<file path="src/rtl/sram_controller.sv">
// Memory-stage controller: turns one 32-bit load/store into two half-word accesses on a
// 16-bit asynchronous SRAM, holding ready low so the pipeline freezes while the access runs.
module sram_controller #(
  parameter logic [31:0] BASE_ADDR   = 32'd1024,
  parameter int unsigned WAIT_CYCLES = 1
) (
  input  logic        clk,
  input  logic        rst,
  input  logic        wr_en,
  input  logic        rd_en,
  input  logic [31:0] address,
  input  logic [31:0] write_data,
  output logic [31:0] read_data,
  output logic        ready,
  output logic [17:0] sram_addr,
  output logic [15:0] sram_dq_out,
  output logic        sram_dq_oe,
  input  logic [15:0] sram_dq_in,
  output logic        sram_we_n
);

  typedef enum logic [1:0] {StIdle, StAccLo, StAccHi, StDone} state_e;

  localparam logic [3:0] LastCnt = 4'(WAIT_CYCLES);

  state_e      state;
  logic [3:0]  cnt;
  logic [16:0] word;
  logic [31:0] data;
  logic        is_wr;
  logic [31:0] offset;

  assign offset = address - BASE_ADDR;

  // All SRAM pins are registered so no port input reaches the pad combinationally.
  always_ff @(posedge clk or negedge rst) begin
    if (!rst) begin
      state       <= StIdle;
      cnt         <= '0;
      word        <= '0;
      data        <= '0;
      is_wr       <= 1'b0;
      read_data   <= '0;
      sram_addr   <= '0;
      sram_dq_out <= '0;
      sram_dq_oe  <= 1'b0;
      sram_we_n   <= 1'b1;
    end else begin
      unique case (state)
        StIdle: begin
          if (wr_en || rd_en) begin
            state       <= StAccLo;
            cnt         <= '0;
            word        <= offset[18:2];
            data        <= write_data;
            is_wr       <= wr_en;
            sram_addr   <= {offset[18:2], 1'b0};
            sram_dq_out <= write_data[15:0];
            sram_dq_oe  <= wr_en;
            sram_we_n   <= !wr_en;
          end
        end
        StAccLo: begin
          if (cnt == LastCnt) begin
            if (!is_wr) read_data[15:0] <= sram_dq_in;
            state       <= StAccHi;
            cnt         <= '0;
            sram_addr   <= {word, 1'b1};
            sram_dq_out <= data[31:16];
            sram_dq_oe  <= is_wr;
            sram_we_n   <= !is_wr;
          end else begin
            cnt <= cnt + 4'd1;
            // Release the strobe one cycle early so address/data stay stable past its rise.
            if (cnt + 4'd1 == LastCnt) sram_we_n <= 1'b1;
          end
        end
        StAccHi: begin
          if (cnt == LastCnt) begin
            if (!is_wr) read_data[31:16] <= sram_dq_in;
            state      <= StDone;
            cnt        <= '0;
            sram_dq_oe <= 1'b0;
            sram_we_n  <= 1'b1;
          end else begin
            cnt <= cnt + 4'd1;
            if (cnt + 4'd1 == LastCnt) sram_we_n <= 1'b1;
          end
        end
        StDone: begin
          state <= StIdle;
        end
        default: begin
          state <= StIdle;
        end
      endcase
    end
  end

  always_comb begin
    ready = 1'b0;
    case (state)
      StIdle:  ready = !(wr_en || rd_en);
      StDone:  ready = 1'b1;
      default: ready = 1'b0;
    endcase
  end

endmodule

</file>
<file path="config.mk">
export PLATFORM = sky130hd
export DESIGN_NAME = sram_controller
export DESIGN_NICKNAME = d
export VERILOG_FILES = /design/src/rtl/sram_controller.sv
export SDC_FILE = /design/constraint.sdc
export NUM_CORES = 1
export LEC_CHECK = 0
export ABC_AREA = 1
export CAP_MARGIN = 30
export CELL_PAD_IN_SITES_DETAIL_PLACEMENT = 1
export CELL_PAD_IN_SITES_GLOBAL_PLACEMENT = 2
export CORE_MARGIN = 2
export CORE_UTILIZATION = 28
export DETAILED_ROUTE_END_ITERATION = 8
export GPL_TIMING_DRIVEN = 0
export MAX_ROUTING_LAYER = met4
export PLACE_DENSITY_LB_ADDON = 0.3
export SYNTH_ARGS = -nofsm -noshare
export SYNTH_HDL_FRONTEND = slang
export SYNTH_SLANG_ARGS = --single-unit
export TNS_END_PERCENT = 1
</file>
<file path="constraint.sdc">
create_clock -name clk -period 3.6 [get_ports clk]
set_input_delay 0.72 -clock clk [delete_from_list [all_inputs] [get_ports clk]]
set_output_delay 0.72 -clock clk [all_outputs]
set_load 0.02 [all_outputs]
</file>
### Word level (Yosys, flattened, before mapping)

Cells that the tools add are included.
Widths: inputs -> output; s select.

| cells by class | value |
|---|---|
| equality and inequality tests | 8 |
| bitwise logic cells | 1 |
| add/subtract/negate cells | 2 |
| reduce and logical (&&, ||, !) cells | 17 |
| mux-type cells | 23 |

Operators by type and width:

| operator | count |
|---|---|
| $mux 18 | 2 |
| $pmux 18 s2 | 1 |
| $mux 16 | 2 |
| $pmux 16 s2 | 1 |
| $sub 19x11->19 const B | 1 |
| $reduce_and 3->1 | 4 |
| $eq 4x1->1 const B | 2 |
| $mux 4 | 2 |
| $pmux 2 s4 | 1 |
| $pmux 4 s2 | 1 |
| $mux 1 | 7 |
| $mux 2 | 3 |
| $ne 2x2->1 const B | 3 |
| $pmux 1 s3 | 2 |
| $reduce_and 2->1 | 3 |
| $add 4x1->4 const B | 1 |
| $eq 2x2->1 const B | 2 |
| $reduce_and 4->1 | 1 |
| $reduce_bool 2->1 | 2 |
| $logic_not 1->1 | 3 |
| $reduce_bool 3->1 | 1 |
| $eq 2x1->1 const B | 1 |
| $logic_not 2->1 | 1 |
| $pmux 1 s2 | 1 |
| other kinds (3) | 3 |

| storage, ports and cells | value |
|---|---|
| input port bits | 84 |
| register bits | 124 |
| logic and storage cells | 62 |

### Longest topological paths before layout

Gate-level depths: netlist of the first run.

| logic depth | value |
|---|---|
| word-level depth | 5 |
| mapped depth | 10 |

### Worst setup path before layout of the first run

OpenSTA, ideal clock, no wires.

| path | value |
|---|---|
| path type | in2out |
| start point | input wr_en |
| end point | output ready |
| path buffers | 0 |
| data required time | 2.880 ns |
| slack | 1.557 ns |
| data arrival time | 1.323 ns |
| stages on the path | 5 |
| cells stage by stage | inv_1 > nand3_2 > inv_1 > nor2_1 > nor2_1 |

| on the way | value |
|---|---|
| word-level cells in the longest chain between the ends | 3 |

Ends and longest elaborated chain:

| element | line | RTL |
|---|---|---|
| start: declaration | 9 | `input logic wr_en,` |
| $logic_or 1x1->1 | 103 | `StIdle: ready = !(wr_en \|\| rd_en);` |
| $logic_not 1->1 | 103 |  |
| $pmux 1 s2 | 102 | `case (state)` |
| end: declaration | 14 | `output logic ready,` |

Every way passes these cells.

### Worst setup path after layout of the first run

Ends and elaborated chain as after synthesis.

==> results.yml, run 1 <==
final_layout:
  layoutNonFillerInstCount: 992
  postLayoutCoreUtil_pct: 39.9
  final_common_cell: "nand2_1"
  area_delta_synth_final_pct: 40.4
  fillers: 2069
  final_cell_mix: "293 x nand2_1, 136 x clkdlybuf4s50_1, 107 x dfrtp_1, 50 x o21ai_0, 48 x inv_1"
  multi_input_area_mm2: 0.00184
  finalNetCount: 855
  drive_gt1_share_pct: 5.87
  layout.area.seq_mm2: 0.00270
  diodes: 0
floorplan:
  dieArea_mm2: 0.0185
  die_w_um: 136
  rows: 48
  ios: 153
  fp.coreArea_mm2: 0.0172
  start_util_pct: 28.4
  die_h_um: 136
worst_setup_path:
  required_ns: 2.88
  path_delay_family: "buffers and inverters"
  start_kind: "input port"
  worstPathCellList: "clkdlybuf4s50_1, inv_1, nand3_2, inv_1, nor2_1, nor2_1, clkdlybuf4s50_1"
  max_stage_delay_ns: 0.62
  crit_fanout: 4
  critPathBufInv: 4
  cp-end-kind: "primary output"
  cp_slowest_cell: "clkdlybuf4s50_1"
  rr_worst_depth: 7
  r2r_end: "sram_addr[14]$_DFFE_PN0P_"
  reg2reg_slack_ns: 1.75
  r2r_start: "state[1]$_DFFE_PN0P_"
  path_class: "input port to primary output"
  arrival_ns: 2.36
timing:
  setup_viol: 0
  fin_crit_sh_pct: 85.4
  relSlewSlack_pct: 59.2
  finalHoldViolations: 0
  max_freq_mhz: 325
  slew_violations: 0
  worst_slew_pin_slew_ns: 0.612
  fin_crit_ns: 3.08
  rsz0062_at_grt: "no"
  finalClockSkew_ns: 0.00981
yosys:
  ys_types: 23
  synth_edf_count: 0
  synthesis.nets: 706
  yosysTopAreaCell: "dfrtp_1"
  synth_seq_area_share_pct: 55.4
  synthTopCellsByArea: "dfrtp_1 55%, nand2_1 23%, o21ai_0 5.1%"
  ys_ff_latch: 108
  yosys_warnings: 0
  ys.flop_type: "dfrtp_1"
  synthesis.area_per_instance_um2: 7.96
  syn-cell-area_mm2: 0.00488
  synth_cells: 613
  synth_top_area_share_pct: 54.9
  async_reset_ff_share_pct: 100
detailed_routing:
  drc_errors: 0
  drt-total-wl_mm: 14.5
  drtIter0Drc: 145
  post_drt_wl_per_cell_um: 14.6
  ant_nets: 0
  viasPerCell: 4.48
  first_pass_iters: 5
  via_count: 4448
cts:
  clkSlewWorstSetupHoldPaths_ns: 0.07
  cts_setup_buffers: 0
  cts_sinks: 108
  cts-hold-fix-buffers: 0
  ctsResizeCount: 0
  cts_max_level: 3
  cts.path.max_buffers: 2
  cts_tree: "built"
  cts_root_buffer: "clkbuf_16"
  cts_buffers: 9
  insertion_delay_ns: 0.35
worst_hold_path:
  hold_path_class: "input port to asynchronous set/reset pin"
placed_design:
  dp_cells: 976
  dp_hpwl_mm: 10.8
  gp_congestion: 0.836
  portBuffers: 137
power:
  power.leakage_uw: 0.00343
  ir_worst_vdd_mv: 0.321
  power_density_mw_per_mm2: 961
status:
  outcome: "finished, final reports clean"
global_route:
  grt_usage_pct: 16.8
  antenna_found_initial: 0
  first_global_vias: 4774
  grt_overflow: 0
  grt_max_degree: 72
  grt_pass1_wl_mm: 23.7
run:
  timing.max_cap.violations: 0
-- worst reg2reg max path: stages (launching register included) --
cell      delay, ns
dfrtp_1        0.41
inv_1          0.10
ha_1           0.29
inv_2          0.14
clkbuf_1       0.49
nand3_1        0.16
nand2_1        0.10
nand2_1        0.05
-- worst max-delay path by stage --
stage	end	startpoint	cells after the start	slack, ns
4_1_cts	ready	wr_en	7	0.51
5_1_grt	ready	wr_en	7	0.43
3_3_place_gp	data[26]$_DFFE_PN0P_	rst	1	-2.65
6_report	ready	wr_en	7	0.52
2_1_floorplan	ready	wr_en	5	1.56
3_5_place_dp	ready	wr_en	7	0.51
-- area by class of cell --
class | count | share of cell area [%]
sequential | 108 | 39.5
multi-input combinational | 427 | 26.9
timing repair buffer | 138 | 20.4
tap | 225 | 4.11
clock buffer | 10 | 3.49
inverter | 52 | 2.89
buffer | 26 | 1.99
clock inverter | 6 | 0.767
-- registers in the layout (all words and copies together), names as in the netlist --
register,count
read_data,32
sram_addr,18
word,17
data,16
sram_dq_out,16
cnt,4
state,2
is_wr,1
sram_dq_oe,1
sram_we_n,1
-- cell families (layout without fill, tap and decap cells) --
family / Yosys count / count (layout) / share of synthesized area (%)
and+or+nand+nor: 341 / 341 / 27.0
DFF: 108 / 108 / 55.4
buffers and inverters: 78 / 232 / 6.85
AOI/OAI and AO/OA: 76 / 76 / 8.26
adders and majority gates: 9 / 9 / 2.31
xor gates and xnor gates: 1 / 1 / 0.180
-- power breakdown --
group / internal, uW / switching, uW / total, uW
clock: 502 / 490 / 992
combinational: 1380 / 2030 / 3410
sequential: 1840 / 350 / 2190
-- synthesized netlist by cell type (3+ instances only) --
cell type / n
a21oi_1: 3
a31oi_1: 4
buf_2: 13
buf_4: 6
clkbuf_1: 7
dfrtp_1: 107
ha_1: 9
inv_1: 48
inv_2: 3
nand2_1: 293
nand3_1: 11
nor2_1: 31
o21ai_0: 50
o21ai_1: 17
-- through the flow --
step	power [uW]	TNS, ns	cell area, um2	hold WS, ns	worst slack, ns
floorplan	4160	0	4880	0.424	1.56
global placement	5570	-284.10	6530	0.464	-2.65
detailed placement	5700	0	6560	0.468	0.514
CTS	6710	0	6850	0.266	0.512
global route	7190	0	6850	0.275	0.434
finish	6580	0	6850	0.262	0.524
-- routing by layer --
layer,wire [um],GRT usage [%]
met1,6450,20.2
met2,7160,28.5
met3,733,3.73
met4,158,4.57
met5,0,-
Power figures use the tool's default switching activity.
==> run 2, diff against run 1 <==
Settings changed: CORE_UTILIZATION 28 to 29, CTS_BUF_LIST set to sky130_fd_sc_hd__clkbuf_8.
==> run 2 against run 1 <==
Effect of this change: power is 2.6% lower; routed wire length increased by 1.1%; hold slack worse by 0.060 ns; first-iteration DRC count fell by 16%; design area fell by 1.3%; critical endpoint unchanged; highest routed layer unchanged.
==> results.yml, run 2 (same netlist as run 1, synthesis figures left out) <==
detailed_routing:
  drtIter0Drc: 122
  drt-total-wl_mm: 14.7
  drc_errors: 0
  first_pass_iters: 4
  ant_nets: 0
  via_count: 4356
  viasPerCell: 4.41
  post_drt_wl_per_cell_um: 14.8
global_route:
  grt_pass1_wl_mm: 24.3
  grt_overflow: 0
  first_global_vias: 4765
  grt_usage_pct: 17.8
  antenna_found_initial: 0
  grt_max_degree: 75
power:
  ir_worst_vdd_mv: 0.340
  power.leakage_uw: 0.00339
  totalPowerFinal_uw: 6410
  power_density_mw_per_mm2: 948
placed_design:
  portBuffers: 137
  dp_cells: 971
  dp_hpwl_mm: 10.8
  gp_congestion: 0.817
  dp_slack_ns: 0.518
final_layout:
  postLayoutCoreUtil_pct: 40.9
  final_cell_mix: "293 x nand2_1, 136 x clkdlybuf4s50_1, 107 x dfrtp_1, 50 x o21ai_0, 48 x inv_1"
  finalNetCount: 855
  layoutNonFillerInstCount: 987
  final_common_cell: "nand2_1"
  largest_reg_flops: 32
  reg_top3: "read_data: 32 flops, sram_addr: 18 flops, word: 17 flops"
  regMostFlops: "read_data"
  area_delta_synth_final_pct: 38.7
  drive_gt1_share_pct: 5.87
  diodes: 0
worst_setup_path:
  max_stage_delay_ns: 0.63
  cp_slowest_cell: "clkdlybuf4s50_1"
  arrival_ns: 2.35
  required_ns: 2.88
  cp-end-kind: "primary output"
  path_class: "input port to primary output"
  crit_fanout: 4
  worstPathCellList: "clkdlybuf4s50_1, inv_1, nand3_2, inv_1, nor2_1, nor2_1, clkdlybuf4s50_1"
  start_kind: "input port"
timing:
  rsz0062_at_grt: "no"
  finalClockSkew_ns: 0.0100
  slew_violations: 0
  worst_slew_pin_slew_ns: 0.578
  finalHoldViolations: 0
  relSlewSlack_pct: 61.5
  max_freq_mhz: 326
  setup_viol: 0
  timing.final.ws_setup_ns: 0.532
  fin_crit_ns: 3.07
  fin_crit_sh_pct: 85.2
floorplan:
  die_h_um: 134
  fp.coreArea_mm2: 0.0165
  start_util_pct: 29.5
  die_w_um: 134
  rows: 47
  ios: 153
  dieArea_mm2: 0.0179
worst_hold_path:
  hold_path_class: "input port to asynchronous set/reset pin"
cts:
  cts-hold-fix-buffers: 0
  cts_max_level: 3
  cts.path.max_buffers: 2
  cts_root_buffer: "clkbuf_8"
  cts_sinks: 108
  clkSlewWorstSetupHoldPaths_ns: 0.11
  ctsResizeCount: 0
  insertion_delay_ns: 0.40
  cts_setup_buffers: 0
  cts_buffers: 9
  cts_tree: "built"
run:
  timing.max_cap.violations: 0
status:
  outcome: "finished, final reports clean"
run 2: routing by layer:
| layer | up-vias | track usage, % | routed length (um) |
|---|---|---|---|
| met1 | 2076 | 21.7 | 6560 |
| met2 | 91 | 30.0 | 7270 |
| met4 | 0 | 5.44 | 197 |
| met5 | - | - | 0 |
| met3 | 12 | 3.20 | 617 |
| li1 | 2177 | - | - |
run 2: worst paths after layout:
check,cells after the start,end,from,slack [ns]
min,1,cnt[2]$_DFFE_PN0P_,rst,0.20
max in group asynchronous,2,word[0]$_DFFE_PN0P_,rst,2.71
min reg2reg,2,sram_addr[17]$_DFFE_PN0P_,sram_addr[17]$_DFFE_PN0P_,0.49
min in group clk,2,sram_addr[17]$_DFFE_PN0P_,sram_addr[17]$_DFFE_PN0P_,0.49
max,7,ready,wr_en,0.53
max reg2reg,7,sram_addr[16]$_DFFE_PN0P_,state[1]$_DFFE_PN0P_,1.76
run 2: critical path: cells and delay by family:
family                 cells  cell delay, ns
and+or+nand+nor            3            0.33
buffers and inverters      4            1.30
run 2: layout make-up:
class                      count  area, um2
inverter                      52        198
multi-input combinational    427       1840
tap                          220        275
timing repair buffer         138       1400
fill                        2003       9760
buffer                        26        136
sequential                   108       2700
clock buffer                   9        124
clock inverter                 7       86.3
run 2: through the flow:
step	hold WS, ns	setup TNS [ns]	area, um2
after detailed placement	0.465	0	6550
after CTS	0.191	0	6760
after global routing	0.205	0	6760
after floorplan	0.424	0	4880
after global placement	0.463	-274.21	6530
final	0.202	0	6760
run 2: where the power goes:
| group | total, uW | internal [uW] | switching [uW] |
|---|---|---|---|
| registers | 2180 | 1830 | 349 |
| logic | 3410 | 1380 | 2040 |
| clock network | 818 | 339 | 479 |
